--- config.mk ---
export PLATFORM = sky130hd
export DESIGN_NAME = nx_node_msg_encoder
export DESIGN_NICKNAME = d
export VERILOG_FILES = /design/src/rtl/nx_node_msg_encoder_pkg.sv /design/src/rtl/nx_msg_segmenter.sv /design/src/rtl/nx_node_msg_encoder.sv
export SDC_FILE = /design/constraint.sdc
export NUM_CORES = 1
export LEC_CHECK = 0
export ABC_AREA = 1
export CORE_MARGIN = 3
export CORE_UTILIZATION = 50
export CTS_BUF_LIST = sky130_fd_sc_hd__clkbuf_16
export CTS_CLUSTER_SIZE = 16
export DETAILED_ROUTE_END_ITERATION = 8
export PLACE_DENSITY = 0.82
export SYNTH_ARGS = -nofsm -noshare
export SYNTH_HDL_FRONTEND = slang
export SYNTH_SLANG_ARGS = --single-unit
--- constraint.sdc ---
create_clock -name i_clk -period 7.3 [get_ports i_clk]
set_clock_uncertainty 0.15 [all_clocks]
set_input_delay 1.46 -clock i_clk [delete_from_list [all_inputs] [get_ports i_clk]]
set_output_delay 1.46 -clock i_clk [all_outputs]
set_load 0.02 [all_outputs]
--- src/rtl/nx_node_msg_encoder_pkg.sv ---
// Shared node-message definitions: command codes, addressing, payload layouts
// and the host request bundle used by the boundary-node encoder.
package nx_node_msg_encoder_pkg;

   localparam int NX_INPUTS     = 32;
   localparam int NX_RAM_ADDR_W = 10;
   localparam int NX_RAM_DATA_W = 32;
   localparam int NX_LOAD_SEG_W = 16;
   localparam int NX_LB_SEG_W   = 16;

   localparam int NODE_ROW_W       = 4;
   localparam int NODE_COL_W       = 4;
   localparam int NODE_PARAM_WIDTH = 8;

   function automatic int nx_idx_w(input int n);
      return (n <= 1) ? 1 : $clog2(n);
   endfunction

   function automatic int nx_max(input int a, input int b);
      return (a > b) ? a : b;
   endfunction

   localparam int INDEX_W        = $clog2(NX_INPUTS);
   localparam int LOAD_BEATS     = NX_RAM_DATA_W / NX_LOAD_SEG_W;
   localparam int LB_BEATS       = NX_INPUTS / NX_LB_SEG_W;
   localparam int LOAD_SEG_IDX_W = nx_idx_w(LOAD_BEATS);
   localparam int LB_SEL_W       = nx_idx_w(LB_BEATS);
   localparam int MAX_BEATS      = nx_max(LOAD_BEATS, LB_BEATS);
   localparam int BEAT_W         = $clog2(MAX_BEATS + 1);

   // Codes 4..7 are reserved; the encoder swallows them without emitting.
   typedef enum logic [2:0] {
      CMD_LOAD     = 3'd0,
      CMD_LOOPBACK = 3'd1,
      CMD_SIGNAL   = 3'd2,
      CMD_CONTROL  = 3'd3
   } node_command_t;

   typedef struct packed {
      logic [NODE_ROW_W-1:0] row;
      logic [NODE_COL_W-1:0] column;
   } node_id_t;

   typedef struct packed {
      logic [NODE_ROW_W-1:0] row;
      logic [NODE_COL_W-1:0] column;
      node_command_t         command;
   } node_header_t;

   typedef struct packed {
      logic [NX_RAM_ADDR_W-1:0]  address;
      logic [LOAD_SEG_IDX_W-1:0] segment;
      logic                      last;
      logic [NX_LOAD_SEG_W-1:0]  data;
   } node_load_t;

   typedef struct packed {
      logic [LB_SEL_W-1:0]    select;
      logic [NX_LB_SEG_W-1:0] mask;
   } node_loopback_t;

   typedef struct packed {
      logic [INDEX_W-1:0] index;
      logic               is_seq;
      logic               value;
   } node_signal_t;

   typedef struct packed {
      logic [NODE_PARAM_WIDTH-1:0] num_instr;
      logic [NODE_PARAM_WIDTH-1:0] num_output;
   } node_control_t;

   localparam int PAYLOAD_WIDTH = nx_max(nx_max($bits(node_load_t), $bits(node_loopback_t)),
                                         nx_max($bits(node_signal_t), $bits(node_control_t)));

   // Payloads sit right-aligned in the payload field, upper bits zero.
   typedef struct packed {
      node_header_t             header;
      logic [PAYLOAD_WIDTH-1:0] payload;
   } node_message_t;

   localparam int MESSAGE_WIDTH = $bits(node_message_t);

   typedef struct packed {
      node_command_t               kind;
      node_id_t                    target;
      logic [NX_RAM_ADDR_W-1:0]    addr;
      logic [NX_RAM_DATA_W-1:0]    data;
      logic [NX_INPUTS-1:0]        mask;
      logic [INDEX_W-1:0]          index;
      logic                        value;
      logic                        is_seq;
      logic [NODE_PARAM_WIDTH-1:0] num_instr;
      logic [NODE_PARAM_WIDTH-1:0] num_output;
   } node_request_t;

endpackage

--- src/rtl/nx_msg_segmenter.sv ---
// Request holding register, beat sequencer and registered valid/ready output
// stage; the parent supplies the beat count and the encoding of each beat.
module nx_msg_segmenter
   import nx_node_msg_encoder_pkg::*;
(
   input  logic                i_clk,
   input  logic                i_rst,
   input  logic                i_req_valid,
   output logic                o_req_ready,
   input  node_request_t       i_req,
   input  logic [BEAT_W-1:0]   i_req_beats,
   output node_request_t       o_enc_req,
   output logic [BEAT_W-1:0]   o_enc_beat,
   input  node_message_t       i_enc_msg,
   output node_message_t       o_msg,
   output logic                o_msg_valid,
   input  logic                i_msg_ready,
   output logic                o_idle,
   output logic [31:0]         o_msg_count
);

   typedef enum logic {
      IDLE = 1'b0,
      EMIT = 1'b1
   } state_t;

   state_t              state_q, state_d;
   node_request_t       hold_q;
   node_message_t       msg_q;
   logic [BEAT_W-1:0]   total_q;
   logic [BEAT_W-1:0]   beat_q;
   logic [31:0]         count_q;
   logic                start;
   logic                xfer;
   logic                last_beat;

   // A zero beat count marks an illegal kind: accepted but never emitted.
   assign start     = (state_q == IDLE) && i_req_valid && (i_req_beats != '0);
   assign xfer      = (state_q == EMIT) && i_msg_ready;
   assign last_beat = (beat_q == total_q - 1'b1);

   always_comb begin
      // NOTE: every always_comb output gets a default first so no path leaves it unassigned (no latch).
      state_d    = state_q;
      o_enc_req  = hold_q;
      o_enc_beat = beat_q + 1'b1;
      case (state_q)
         IDLE: begin
            o_enc_req  = i_req;
            o_enc_beat = '0;
            if (start) state_d = EMIT;
         end
         EMIT: begin
            if (xfer && last_beat) state_d = IDLE;
         end
         default: state_d = IDLE;
      endcase
   end

   always_ff @(posedge i_clk or posedge i_rst) begin
      // NOTE: sequential state uses non-blocking assignments so every register samples pre-edge values.
      if (i_rst) state_q <= IDLE;
      else       state_q <= state_d;
   end

   // The first beat is encoded from the live request so it appears one cycle after acceptance.
   always_ff @(posedge i_clk or posedge i_rst) begin
      if (i_rst) begin
         hold_q  <= '0;
         msg_q   <= '0;
         total_q <= '0;
         beat_q  <= '0;
         count_q <= '0;
      end else begin
         if (xfer) count_q <= count_q + 32'd1;
         if (start) begin
            hold_q  <= i_req;
            total_q <= i_req_beats;
            beat_q  <= '0;
            msg_q   <= i_enc_msg;
         end else if (xfer) begin
            if (last_beat) begin
               beat_q <= '0;
               msg_q  <= '0;
            end else begin
               beat_q <= beat_q + 1'b1;
               msg_q  <= i_enc_msg;
            end
         end
      end
   end

   assign o_req_ready = (state_q == IDLE);
   assign o_msg_valid = (state_q == EMIT);
   assign o_idle      = (state_q == IDLE) && !o_msg_valid;
   assign o_msg       = msg_q;
   assign o_msg_count = count_q;

endmodule

--- src/rtl/nx_node_msg_encoder.sv ---
// Host-side encoder: packs LOAD/LOOPBACK/SIGNAL/CONTROL requests into
// node_message_t beats for a mesh inbound port, segmenting multi-beat commands.
module nx_node_msg_encoder
   import nx_node_msg_encoder_pkg::*;
#(
   parameter int INPUTS     = NX_INPUTS,
   parameter int RAM_ADDR_W = NX_RAM_ADDR_W,
   parameter int RAM_DATA_W = NX_RAM_DATA_W,
   parameter int LOAD_SEG_W = NX_LOAD_SEG_W,
   parameter int LB_SEG_W   = NX_LB_SEG_W
) (
   input  logic                        i_clk,
   input  logic                        i_rst,
   input  logic                        i_req_valid,
   output logic                        o_req_ready,
   input  node_command_t               i_req_kind,
   input  node_id_t                    i_req_target,
   input  logic [RAM_ADDR_W-1:0]       i_req_addr,
   input  logic [RAM_DATA_W-1:0]       i_req_data,
   input  logic [INPUTS-1:0]           i_req_mask,
   input  logic [$clog2(INPUTS)-1:0]   i_req_index,
   input  logic                        i_req_value,
   input  logic                        i_req_is_seq,
   input  logic [NODE_PARAM_WIDTH-1:0] i_req_num_instr,
   input  logic [NODE_PARAM_WIDTH-1:0] i_req_num_output,
   output logic [MESSAGE_WIDTH-1:0]    o_msg_data,
   output logic                        o_msg_valid,
   input  logic                        i_msg_ready,
   output logic                        o_idle,
   output logic [31:0]                 o_msg_count
);

   node_request_t     req;
   node_request_t     enc_req;
   logic [BEAT_W-1:0] enc_beat;
   node_message_t     enc_msg;
   node_message_t     msg;
   logic [BEAT_W-1:0] req_beats;

   function automatic logic [BEAT_W-1:0] beats_for(input node_command_t kind);
      logic [BEAT_W-1:0] n;
      case (kind)
         CMD_LOAD:     n = BEAT_W'(RAM_DATA_W / LOAD_SEG_W);
         CMD_LOOPBACK: n = BEAT_W'(INPUTS / LB_SEG_W);
         CMD_SIGNAL:   n = BEAT_W'(1);
         CMD_CONTROL:  n = BEAT_W'(1);
         default:      n = '0;
      endcase
      return n;
   endfunction

   // Segments go out lowest-first: beat k carries bits [k*SEG_W +: SEG_W].
   function automatic node_message_t encode(input node_request_t r, input logic [BEAT_W-1:0] k);
      node_message_t  m;
      node_load_t     ld;
      node_loopback_t lb;
      node_signal_t   sg;
      node_control_t  ct;
      m  = '0;
      ld = '0;
      lb = '0;
      sg = '0;
      ct = '0;
      m.header.row     = r.target.row;
      m.header.column  = r.target.column;
      m.header.command = r.kind;
      case (r.kind)
         CMD_LOAD: begin
            ld.address = r.addr;
            ld.segment = k[LOAD_SEG_IDX_W-1:0];
            ld.last    = (k == BEAT_W'(RAM_DATA_W / LOAD_SEG_W - 1));
            ld.data    = LOAD_SEG_W'(r.data >> (int'(k) * LOAD_SEG_W));
            m.payload  = PAYLOAD_WIDTH'(ld);
         end
         CMD_LOOPBACK: begin
            lb.select = k[LB_SEL_W-1:0];
            lb.mask   = LB_SEG_W'(r.mask >> (int'(k) * LB_SEG_W));
            m.payload = PAYLOAD_WIDTH'(lb);
         end
         CMD_SIGNAL: begin
            sg.index  = r.index;
            sg.is_seq = r.is_seq;
            sg.value  = r.value;
            m.payload = PAYLOAD_WIDTH'(sg);
         end
         CMD_CONTROL: begin
            ct.num_instr  = r.num_instr;
            ct.num_output = r.num_output;
            m.payload     = PAYLOAD_WIDTH'(ct);
         end
         default: m = '0;
      endcase
      return m;
   endfunction

   always_comb begin
      req            = '0;
      req.kind       = i_req_kind;
      req.target     = i_req_target;
      req.addr       = i_req_addr;
      req.data       = i_req_data;
      req.mask       = i_req_mask;
      req.index      = i_req_index;
      req.value      = i_req_value;
      req.is_seq     = i_req_is_seq;
      req.num_instr  = i_req_num_instr;
      req.num_output = i_req_num_output;
   end

   assign req_beats = beats_for(i_req_kind);
   assign enc_msg   = encode(enc_req, enc_beat);

   nx_msg_segmenter u_segmenter (
      .i_clk       (i_clk),
      .i_rst       (i_rst),
      .i_req_valid (i_req_valid),
      .o_req_ready (o_req_ready),
      .i_req       (req),
      .i_req_beats (req_beats),
      .o_enc_req   (enc_req),
      .o_enc_beat  (enc_beat),
      .i_enc_msg   (enc_msg),
      .o_msg       (msg),
      .o_msg_valid (o_msg_valid),
      .i_msg_ready (i_msg_ready),
      .o_idle      (o_idle),
      .o_msg_count (o_msg_count)
   );

   assign o_msg_data = msg;

endmodule

==> metrics.yaml <==
die:
  die_y_um: 140.5
  core-area_sq_um: 17480
  die_w_um: 140.5
  rows: 48
  dieArea_sq_um: 19750
  initial_utilization_pct: 51.78
  io_pins: 186
power_and_ir_drop:
  ir_drop_mv: 0.2815
  p_per_area_nw_per_um2: 385.7
  finalPower_uw: 4446
  cellLeakagePower_uw: 0.005535
sta:
  final.period_utilization_pct: 53.62
  hold_violations: 0
  setup-violations-final: 0
  rsz0062_at_grt: "false"
  setup_ws_ps: 3386
  worst_pin_slew_ps: 1230
  fmax_ghz: 0.2555
  finalSetupTns_ps: 0
  relSlewSlack_pct: 17.89
  period_minus_slack_ps: 3914
  slew_viol_final: 0
place:
  hpwl_um: 16590
  dp_worst_setup_slack_ps: 2930
  finalWeightedCongestion: 0.8488
  dp_cells: 1504
  place.port_buffers: 185
worst_setup_path:
  crit_chain: "clkdlybuf4s50_1 > inv_1 > nand3_2 > buf_4 > clkinv_2 > o211ai_1 > o21ai_0"
  cp-end-kind: "flip-flop"
  cp-start-kind: "input port"
  worstPathMaxFanout: 63
  slowest_delay_ps: 790
  cp.arrival_ps: 4040
  setup.worst_path.class: "input port to flip-flop"
  slowest_stage: "o211ai_1"
  cp.required_ps: 7430
route:
  vias_per_cell: 5.270
  drtIter0Drc: 585
  drt-total-wl_um: 24240
  vias: 8095
  antenna_left: 0
  drc_errors: 0
  drt_first_pass_iters: 7
  avgRoutedWirePerCell_um: 15.78
logic_synthesis:
  synth_top_family_by_area: "simple AND/OR/NAND/NOR gates"
  synth-seq-cells: 184
  synth_xor_xnor_area_share_pct: 2.419
  synth-simple-area-share_pct: 25.18
  synth_nets: 1263
  synthAdderAreaFrac_pct: 0.1383
  yosys_warnings: 0
  netlist_area_sq_um: 9050
  ys_seq_area_share_pct: 50.88
  synth_compound_area_share_pct: 12.84
  synth_cell_types: 33
  synthMuxAreaShare_pct: 0
  synth_cells: 1150
  syn_avg_cell_area_sq_um: 7.870
global_routing:
  grt_pass1_wl_um: 39370
  grt_pass1_vias: 7975
  gr-total-overflow: 0
  grt.total_usage_pct: 24.69
  grt_max_degree: 123
  antenna_found_initial: 0
clocking:
  numCtsBuffers: 17
  root_buffer: "clkbuf_16"
  postCtsSetupBuffers: 0
  clkTransAtPathRegs_ps: 70
  clkLatencyLatePin_ps: 430
  clkSinkCount: 184
  cts_tree: "done"
  clockBufferDepth: 2
  cts-resized-gates: 0
  h-tree-depth: 4
  holdBufCountCts: 0
final_layout:
  final_cell_mix: "392 x nand2_1, 185 x clkdlybuf4s50_1, 183 x dfrtp_1, 125 x inv_1, 119 x o21ai_0"
  multi_input_area_sq_um: 3672
  fillCellCount: 1428
  num_antenna_cells: 0
  drive_gt1_share_pct: 4.729
  fin_util_pct: 65.96
  final_common_cell: "nand2_1"
  nets: 1411
  area_delta_synth_final_pct: 27.37
  instances_no_fill: 1536
  regArea_sq_um: 4608
run_status:
  status: "finished, final reports clean"
run:
  maxCapViolations: 0
min_path:
  hold_class: "flip-flop to flip-flop"
[worst max-delay path, delay by kind of cell]
kind	cells	cell delay, ps
and+or+nand+nor	1	70
AOI/OAI and AO/OA	2	990
buffers and inverters	4	1480
[flip-flops by register name (all words and copies together) (netlist names)]
register	count
u_segmenter.beat_q	2
u_segmenter.total_q	2
u_segmenter.o_msg	39
u_segmenter.o_msg_valid	1
u_segmenter.hold_q	108
u_segmenter.o_msg_count	32
[cell families (layout without fill, tap and decap cells)]
group	after synthesis	in the layout
flip-flops	184	184
buffers and inverters	190	351
AO/OA/AOI/OAI	208	208
AND/OR/NAND/NOR	542	542
adder cells (fa/ha/maj)	1	1
XOR/XNOR	25	25
[power breakdown]
part / total [uW] / switching (uW) / internal (uW) / leakage [uW]
clock network: 930 / 418 / 512 / 0.000285
registers: 1600 / 192 / 1410 / 0.00234
logic: 1910 / 1230 / 684 / 0.00291
[through the flow]
step                cell area [sq um]  hold WS, ps
floorplan                        9050        298.2
global placement                10940        310.7
detailed placement              10940        313.5
CTS                             11530        333.6
global route                    11530        350.7
finish                          11530        330.0
[path summary, 6_finish.rpt]
path,start,endpoint,slack (ps),cells after the start
worst max-delay path,i_req_kind[2],u_segmenter.o_msg[22]$_DFFE_PP0P_,3390,7
worst min-delay path,u_segmenter.o_msg[34]$_DFFE_PP0P_,u_segmenter.o_msg[34]$_DFFE_PP0P_,330,2
worst max register to register,u_segmenter.o_msg_valid$_DFF_PP0_,u_segmenter.o_msg[0]$_DFFE_PP0P_,3820,10
worst min register to register,u_segmenter.o_msg[34]$_DFFE_PP0P_,u_segmenter.o_msg[34]$_DFFE_PP0P_,330,2
max in group asynchronous,i_rst,u_segmenter.o_msg[13]$_DFFE_PP0P_,4070,3
min in group asynchronous,i_rst,u_segmenter.hold_q[74]$_DFFE_PP0P_,1530,2
[synthesized netlist by cell type (all sizes together)]
master / instances / share of area [%]
a21boi: 9 / 0.75
nor3: 10 / 0.73
nor4: 2 / 0.14
xor2: 15 / 1.5
nor2: 60 / 3.3
o21ai: 120 / 6.6
xnor2: 10 / 0.97
o211ai: 33 / 2.7
nand3: 60 / 3.4
nand4: 10 / 0.69
a22oi: 1 / 0.083
ha: 1 / 0.14
a21oi: 34 / 1.9
o22ai: 11 / 0.76
inv: 130 / 5.4
buf: 35 / 2.1
clkbuf: 25 / 1.0
nor3b: 1 / 0.083
dfrtp: 184 / 51
nand2: 399 / 17
[final cells by class]
type                       instances  share of cell area, %
clock buffer                      17                  3.690
clock inverter                    15                  1.422
inverter                         130                  4.287
multi-input combinational        776                  31.86
sequential                       184                  39.98
tap                              225                  2.442
timing repair buffer             189                  16.32
[layer usage]
layer  vias up  GRT usage, %  routed length, um
met4         0         7.292                418
met2       293         40.30              11720
li1       3949             -                  -
met1      3822         33.18              10390
met3        31         5.565               1710
met5         -             0                  0
No activity file was read; power rests on OpenSTA's default activity.
